$ cat src/rtl/imm_pkg.sv
// Shared types for the pipelined immediate generator: selector encoding,
// selector width and skid-buffer occupancy states.
package imm_pkg;

   localparam int IMM_SRC_W = 3;

   typedef enum logic [IMM_SRC_W-1:0] {
      SRC_I   = 3'b000,
      SRC_S   = 3'b001,
      SRC_U   = 3'b010,
      SRC_Z   = 3'b011,
      SRC_SH  = 3'b100,
      SRC_B   = 3'b101,
      SRC_J   = 3'b110,
      SRC_ERR = 3'b111
   } imm_src_e;

   typedef enum logic [1:0] {
      ST_EMPTY = 2'd0,
      ST_ONE   = 2'd1,
      ST_TWO   = 2'd2
   } skid_state_e;

endpackage

$ cat src/rtl/imm_decode.sv
// Combinational immediate extraction for one instruction word, extended to XLEN.
// Opcode bits [6:0] never contribute, so only [31:7] is taken.
module imm_decode
   import imm_pkg::*;
#(
   parameter int XLEN = 32
) (
   input  logic [31:7]          inst,
   input  logic [IMM_SRC_W-1:0] imm_src,
   output logic [XLEN-1:0]      imm_ext,
   output logic                 imm_err
);

   logic signed [11:0] imm_i;
   logic signed [11:0] imm_s;
   logic signed [12:0] imm_b;
   logic signed [31:0] imm_u;
   logic signed [20:0] imm_j;
   logic        [4:0]  zimm;
   logic        [5:0]  shamt;

   assign imm_i = inst[31:20];
   assign imm_s = {inst[31:25], inst[11:7]};
   assign imm_b = {inst[31], inst[7], inst[30:25], inst[11:8], 1'b0};
   assign imm_u = {inst[31:12], 12'b0};
   assign imm_j = {inst[31], inst[19:12], inst[20], inst[30:21], 1'b0};
   assign zimm  = inst[19:15];
   // RV64 shift amounts carry a sixth bit; RV32 keeps bit 25 out of the amount
   assign shamt = (XLEN == 64) ? inst[25:20] : {1'b0, inst[24:20]};

   always_comb begin
      imm_ext = '0;
      imm_err = 1'b0;
      case (imm_src_e'(imm_src))
         SRC_I:   imm_ext = XLEN'(imm_i);
         SRC_S:   imm_ext = XLEN'(imm_s);
         SRC_B:   imm_ext = XLEN'(imm_b);
         SRC_U:   imm_ext = XLEN'(imm_u);
         SRC_J:   imm_ext = XLEN'(imm_j);
         SRC_Z:   imm_ext = XLEN'(zimm);
         SRC_SH:  imm_ext = XLEN'(shamt);
         SRC_ERR: imm_err = 1'b1;
         default: imm_err = 1'b1;
      endcase
   end

endmodule

$ cat src/rtl/imm_gen_pipe.sv
// Decode-stage immediate generator: combinational decode feeding a 2-entry
// skid buffer with registered in_ready, flush and async active-low reset.
module imm_gen_pipe
   import imm_pkg::*;
#(
   parameter int XLEN = 32
) (
   input  logic                 clk,
   input  logic                 rst_n,
   input  logic                 flush,
   input  logic                 in_valid,
   output logic                 in_ready,
   input  logic [31:0]          inst,
   input  logic [IMM_SRC_W-1:0] imm_src,
   output logic                 out_valid,
   input  logic                 out_ready,
   output logic [XLEN-1:0]      imm_ext,
   output logic                 imm_err
);

   typedef struct packed {
      logic [XLEN-1:0] imm;
      logic            err;
   } imm_entry_t;

   imm_entry_t  dec_p0;
   imm_entry_t  head_p1;
   imm_entry_t  tail_p1;
   skid_state_e state_p1;
   skid_state_e state_nxt;
   logic        rdy_p1;
   logic        acc;
   logic        dlv;
   logic        load_head;
   logic        shift_head;
   logic        load_tail;
   logic        unused_opcode;

   assign unused_opcode = ^inst[6:0];

   // stage p0: decode the beat presented on the input
   imm_decode #(.XLEN(XLEN)) u_decode (
      .inst    (inst[31:7]),
      .imm_src (imm_src),
      .imm_ext (dec_p0.imm),
      .imm_err (dec_p0.err)
   );

   assign acc = in_valid && rdy_p1 && !flush;
   assign dlv = out_valid && out_ready && !flush;

   always_comb begin
      state_nxt  = state_p1;
      load_head  = 1'b0;
      shift_head = 1'b0;
      load_tail  = 1'b0;
      if (flush) begin
         state_nxt = ST_EMPTY;
      end else begin
         case (state_p1)
            ST_EMPTY: begin
               if (acc) begin
                  state_nxt = ST_ONE;
                  load_head = 1'b1;
               end
            end
            ST_ONE: begin
               if (acc && dlv) begin
                  load_head = 1'b1;
               end else if (acc) begin
                  state_nxt = ST_TWO;
                  load_tail = 1'b1;
               end else if (dlv) begin
                  state_nxt = ST_EMPTY;
               end
            end
            ST_TWO: begin
               if (dlv) begin
                  state_nxt  = ST_ONE;
                  shift_head = 1'b1;
               end
            end
            default: state_nxt = ST_EMPTY;
         endcase
      end
   end

   // stage p1: occupancy state and registered ready
   always_ff @(posedge clk or negedge rst_n) begin
      if (!rst_n) begin
         state_p1 <= ST_EMPTY;
         rdy_p1   <= 1'b1;
      end else begin
         state_p1 <= state_nxt;
         rdy_p1   <= (state_nxt != ST_TWO);
      end
   end

   // head drives the outputs directly, so it must come out of reset as zero
   always_ff @(posedge clk or negedge rst_n) begin
      if (!rst_n) begin
         head_p1 <= '0;
      end else if (load_head) begin
         head_p1 <= dec_p0;
      end else if (shift_head) begin
         head_p1 <= tail_p1;
      end
   end

   always_ff @(posedge clk) begin
      if (load_tail) begin
         tail_p1 <= dec_p0;
      end
   end

   assign in_ready  = rdy_p1;
   assign out_valid = (state_p1 != ST_EMPTY);
   assign imm_ext   = head_p1.imm;
   assign imm_err   = head_p1.err;

endmodule

$ cat config.mk
export PLATFORM = sky130hd
export DESIGN_NAME = imm_gen_pipe
export DESIGN_NICKNAME = d
export VERILOG_FILES = /design/src/rtl/imm_pkg.sv /design/src/rtl/imm_decode.sv /design/src/rtl/imm_gen_pipe.sv
export SDC_FILE = /design/constraint.sdc
export NUM_CORES = 1
export LEC_CHECK = 0
export BUFFER_PORTS_ARGS = -buffer_cell sky130_fd_sc_hd__buf_2
export CORE_AREA = 5 5 87 89
export DETAILED_ROUTE_END_ITERATION = 8
export DIE_AREA = 0 0 92 94
export GPL_TIMING_DRIVEN = 0
export PLACE_DENSITY = 0.8
export SLEW_MARGIN = 5
export SYNTH_ARGS = -nofsm -noshare
export SYNTH_HDL_FRONTEND = slang
export SYNTH_SLANG_ARGS = --single-unit
$ cat constraint.sdc
create_clock -name clk -period 3.4 [get_ports clk]
set_clock_uncertainty 0.1 [all_clocks]
set_input_delay 0 -clock clk [delete_from_list [all_inputs] [get_ports clk]]
set_output_delay 0 -clock clk [all_outputs]
set_load 0.05 [all_outputs]
Word-level counts from Yosys, hierarchy flattened
Index checks and enable logic that the tools add are counted.
- output and inout port bits: 35
- word-level logic and storage cells: 47
- register bits: 69
- input port bits: 40
- multiplexer cells: 21
- reduce and logical (&&, ||, !) cells: 10
- equality and inequality tests: 10
- operators with widths (cell ; number):
    32-bit one-hot mux with 7 select lines ; 1
    33-bit 2-to-1 mux ; 2
    3-bit == test (second input constant) ; 4
    2-bit 2-to-1 mux ; 6
    1-bit 2-to-1 mux ; 10
    3-bit by 2-bit == test with 1-bit output (second input constant) ; 2
    2-bit one-hot mux with 3 select lines ; 1
    1-bit logical AND ; 5
    2-bit nonzero test ; 2
    3-bit by 1-bit == test with 1-bit output (second input constant) ; 1
    3-bit zero test ; 1
    2-bit by 1-bit == test with 1-bit output (second input constant) ; 1
    2-bit == test (second input constant) ; 1
    2-bit zero test ; 1
    2-bit inequality test (second input constant) ; 1
    1-bit one-hot mux with 2 select lines ; 1
    1-bit zero test ; 1

Longest topological paths before layout
- depth after elaboration: 9
- depth in mapped cells: 7
- gate-level depth less buffers: 4

Cells and area by module
A second synthesis with hierarchy kept.
- cell total of the unflattened synthesis: 277
- area, all modules: 3221.8 um^2
- by module, submodules not included (module ; cells an instance ; instances ; area each (um^2) ; sequential area each (um^2)):
    imm_gen_pipe ; 194 ; 1 ; 2721.4 ; 1893.1
    imm_decode ; 83 ; 1 ; 500.5 ; 0.0

Least setup slack after synthesis
No wires, ideal clock.
- kind: register to register
- start point: register rdy_p1, in the netlist in_ready
- end point: register tail_p1[0] (netlist bit) (enable)
- library setup time: 393 ps
- clock period less this slack: 2364 ps
- arrival: 1870 ps
- cell stages (with the launch flop): 3
- setup slack: 1036 ps
- path buffers: 0
- data required time: 2907 ps
- cell sequence: dfstp_2 > and4bb_4 > and2_1
- cells in the longest elaborated chain, start to end: 6
- elaborated cells on any way between the ends: 7
- classes of those cells: mux (4); reduce/logical (3)
- RTL lines (what ; RTL line ; source):
    from (decl) ; imm_gen_pipe.sv:31 ; logic rdy_p1;
    from (signal assigned) ; imm_gen_pipe.sv:95 ; rdy_p1 <= (state_nxt != ST_TWO);
    1-bit logical AND (*) (2 in a row) ; imm_gen_pipe.sv:49 ; assign acc = in_valid && rdy_p1 && !flush;
    1-bit 2-to-1 mux or 1-bit logical AND (tied branches) ; imm_gen_pipe.sv:70, imm_gen_pipe.sv:68 ;
    1-bit 2-to-1 mux (*) ; imm_gen_pipe.sv:68 ; if (acc && dlv) begin
    1-bit 2-to-1 mux (*) ; imm_gen_pipe.sv:60 ; case (state_p1)
    1-bit 2-to-1 mux (*) ; imm_gen_pipe.sv:57 ; if (flush) begin
    named net load_tail ; imm_gen_pipe.sv:36 ; logic load_tail;
    to (signal assigned) ; imm_gen_pipe.sv:112 ; tail_p1 <= dec_p0;
    to (decl) ; imm_gen_pipe.sv:28 ; imm_entry_t tail_p1;
Mark *: on every way through the listed nets, which the timed path passes. The rest lies on a longest branch.
A chain may end at the register's enable or synchronous reset.

==> flow_summary.toml <==
[critical_path]
crit_fanout = 10
r2r_start = "state_p1[1]"
required_ps = 3390
cp-end-kind = "flip-flop"
worstRegToRegCells = 2
start_kind = "input pin"
worstPathArrival_ps = 2320
r2r_slack_ps = 1340
crit_type = "in2reg"
rr_endpoint = "tail_p1[13]"

[floorplan]
fp.dieW_um = 92
core_um2 = 6681
initial_core_util = 0.4801
rows = 30
die_y_um = 94
ios = 75
fp.dieArea_um2 = 8648

[yosys]
ys_seq_area_frac = 0.5901
synth_edf_count = 33
ys_warn_count = 0
yosys_most_used_dff = "dfrtp_1"
avgSynthCellArea_um2 = 12.34
ys_ff_latch = 69
syn-num-nets = 300
synth_cell_type_count = 40
netlist_area_um2 = 3208
async_flop_share = 0.5217
netlist_instances = 260

[final_layout]
area_delta_synth_final_pct = 27.34
fillers = 555
stdcell_count = 448
fin_nets = 403
seqCellArea_um2 = 1893
num_antenna_cells = 0
fin_area_um2 = 4085
drive_above_1_share = 0.2989
multi_input_area_um2 = 1121

[timing]
rsz0062_at_grt = "false"
hold_viol_final = 0
worst_slew_pin_slew_ps = 873.8
finalMaxSlewViolations = 0
setup_tns_ps = 0
fin_worst_hold_slack_ps = 38.09
setup_violations = 0
min_period_ps = 2333
relSlewSlack = 0.4175
max_freq_mhz = 428.6
fin_crit_sh = 0.6862

[detailed_routing]
postRouteAntennaNets = 0
postRouteWirelength_mm = 8.069
vias = 2515
dr.pass1.iters = 4
drtIter0Drc = 168
drc = 0
via_per_inst = 5.614
avgRoutedWirePerCell_um = 18.01

[power_and_ir_drop]
p_total_mw = 2.245
ir_drop_v = 0.0003299
powerDensity_nw_per_um2 = 549.5
p_leak_nw = 1.863

[global_route]
antenna_found_initial = 0
grt_start_max_net_pins = 37
grt_pass1_wl_mm = 13.08
grt_pass1_vias = 2677
gr-total-overflow = 0
gr-usage-all-layers = 0.1955

[clocking]
cts.sinks = 69
htree_levels = 3
clock-root-buffer = "clkbuf_8"
cts_tree = "done"
clockBufferDepth = 2
post_cts_buffers = 0
cts_made_buffers = 9
clk_latency_ps = 340
clkTransAtPathRegs_ps = 70

[hold_path]
min_from = "inst[8]"
hold_path.class = "in2reg"
hold_end = "tail_p1[2]"
holdPathStages = 3

[placement]
portBuffers = 67
dp_cells = 407
hpwl_mm = 5.550
placedInstanceArea_um2 = 3645
routabilityCongestion = 0.8389

[status]
status = "finished clean"

[job]
maxCapViolations = 0
## power by group
part | switching [mW] | internal [mW] | total [mW]
logic | 0.422 | 0.182 | 0.604
registers | 0.0429 | 0.959 | 1.00
clock network | 0.306 | 0.333 | 0.639
## worst max path at each step
stage	from	end	slack, ps
4_1_cts	imm_src[2]	tail_p1[12]	1120
2_1_floorplan	in_ready	tail_p1[0]	1040
5_1_grt	imm_src[2]	tail_p1[12]	960
3_5_place_dp	in_ready	tail_p1[15]	1360
3_3_place_gp	in_ready	tail_p1[15]	870
6_report	imm_src[2]	tail_p1[12]	1070
## metrics by stage
| stage | utilization | setup WS (ps) |
|---|---|---|
| after detailed placement | 0.5455 | 1359 |
| final | 0.6114 | 1067 |
| after CTS | 0.6114 | 1118 |
| after floorplan | - | 1036 |
| after global placement | 0.5453 | 866.9 |
| after global routing | 0.6114 | 963.3 |
## critical path, cell delays in order
cell           delay [ps]
dlygate4sd3_1         530
buf_2                 130
buf_4                 180
inv_2                  50
buf_2                 180
nand2_1               140
buf_4                 190
buf_2                 240
nand3_1               100
dlygate4sd3_1         570
## layout make-up
class | instances | share of cell area
Sequential cell | 69 | 0.4634
Buffer | 22 | 0.03400
Inverter | 15 | 0.01378
Multi-Input combinational cell | 154 | 0.2744
Clock buffer | 9 | 0.03032
Clock inverter | 7 | 0.01623
Timing Repair Buffer | 92 | 0.1433
Tap cell | 80 | 0.02450
## metal layers
metal | global-route usage | share of wire | routed length [um] | vias to the layer above
met5 | 0 | 0 | 0 | -
li1 | - | - | - | 1199
met3 | 0.05529 | 0.058 | 464 | 6
met4 | 0.05198 | 0.0064 | 52 | 0
met2 | 0.3467 | 0.51 | 4155 | 80
met1 | 0.2332 | 0.42 | 3397 | 1230
## sequential cells by signal, indices dropped and copies added, names as in the netlist
name	flops
state_p1	2
tail_p1	33
imm_ext	32
imm_err	1
in_ready	1
## kinds of logic (layout without fill, tap and decap cells)
kind of cell,count (synthesis),in the layout,synth area share
xor gates and xnor gates,1,1,0.002731
muxes,6,6,0.01872
buffers and inverters,37,145,0.06084
AOI/OAI and AO/OA,75,75,0.1845
and+or+nand+nor,72,72,0.1431
DFF,69,69,0.5901
## synth_stat cells (2+ instances only)
cell / n / area share
inv_1: 14 / 0.016
and2_1: 16 / 0.031
nand3_1: 16 / 0.025
buf_4: 8 / 0.019
a31oi_1: 10 / 0.020
nand4_1: 4 / 0.0078
buf_6: 2 / 0.0070
clkbuf_1: 3 / 0.0035
a22oi_1: 11 / 0.026
nand2b_1: 7 / 0.014
dfrtp_1: 35 / 0.27
o211a_1: 3 / 0.0094
nand2_1: 8 / 0.0094
and3_1: 2 / 0.0039
o21ai_0: 11 / 0.017
o221ai_1: 4 / 0.011
edfxtp_1: 33 / 0.31
a221o_1: 21 / 0.066
buf_2: 9 / 0.014
a21oi_1: 9 / 0.014
nor2b_1: 6 / 0.012
mux2i_1: 6 / 0.019
nand4b_1: 3 / 0.0082
nand3b_1: 3 / 0.0070
## cells in the final DEF, fill, tap and decap left out, types with 3 or more instances in the layout
| cell type | count |
|---|---|
| buf_2 | 76 |
| edfxtp_1 | 33 |
| a221o_1 | 21 |
| a22oi_1 | 11 |
| a31oi_1 | 10 |
| nor2b_1 | 6 |
| a21oi_1 | 9 |
| o21ai_0 | 11 |
| clkbuf_1 | 3 |
| nand2b_1 | 7 |
| o211a_1 | 3 |
| o221ai_1 | 4 |
| clkbuf_8 | 9 |
| inv_1 | 14 |
| dfrtp_1 | 35 |
| clkinvlp_4 | 3 |
| buf_4 | 8 |
| dlygate4sd3_1 | 25 |
| nand3b_1 | 3 |
| nand4_1 | 4 |
| nand3_1 | 16 |
| and2_1 | 15 |
| nand4b_1 | 3 |
| mux2i_1 | 6 |
| nand2_1 | 8 |
## timing repair
item / CTS / global route
endpoints found under the setup margin: 0 / 0
resized for setup: 0 / 0
hold buffers: 25 / 0
endpoints found under the hold margin: 80 / 0
(Power assumes the default switching activity.)
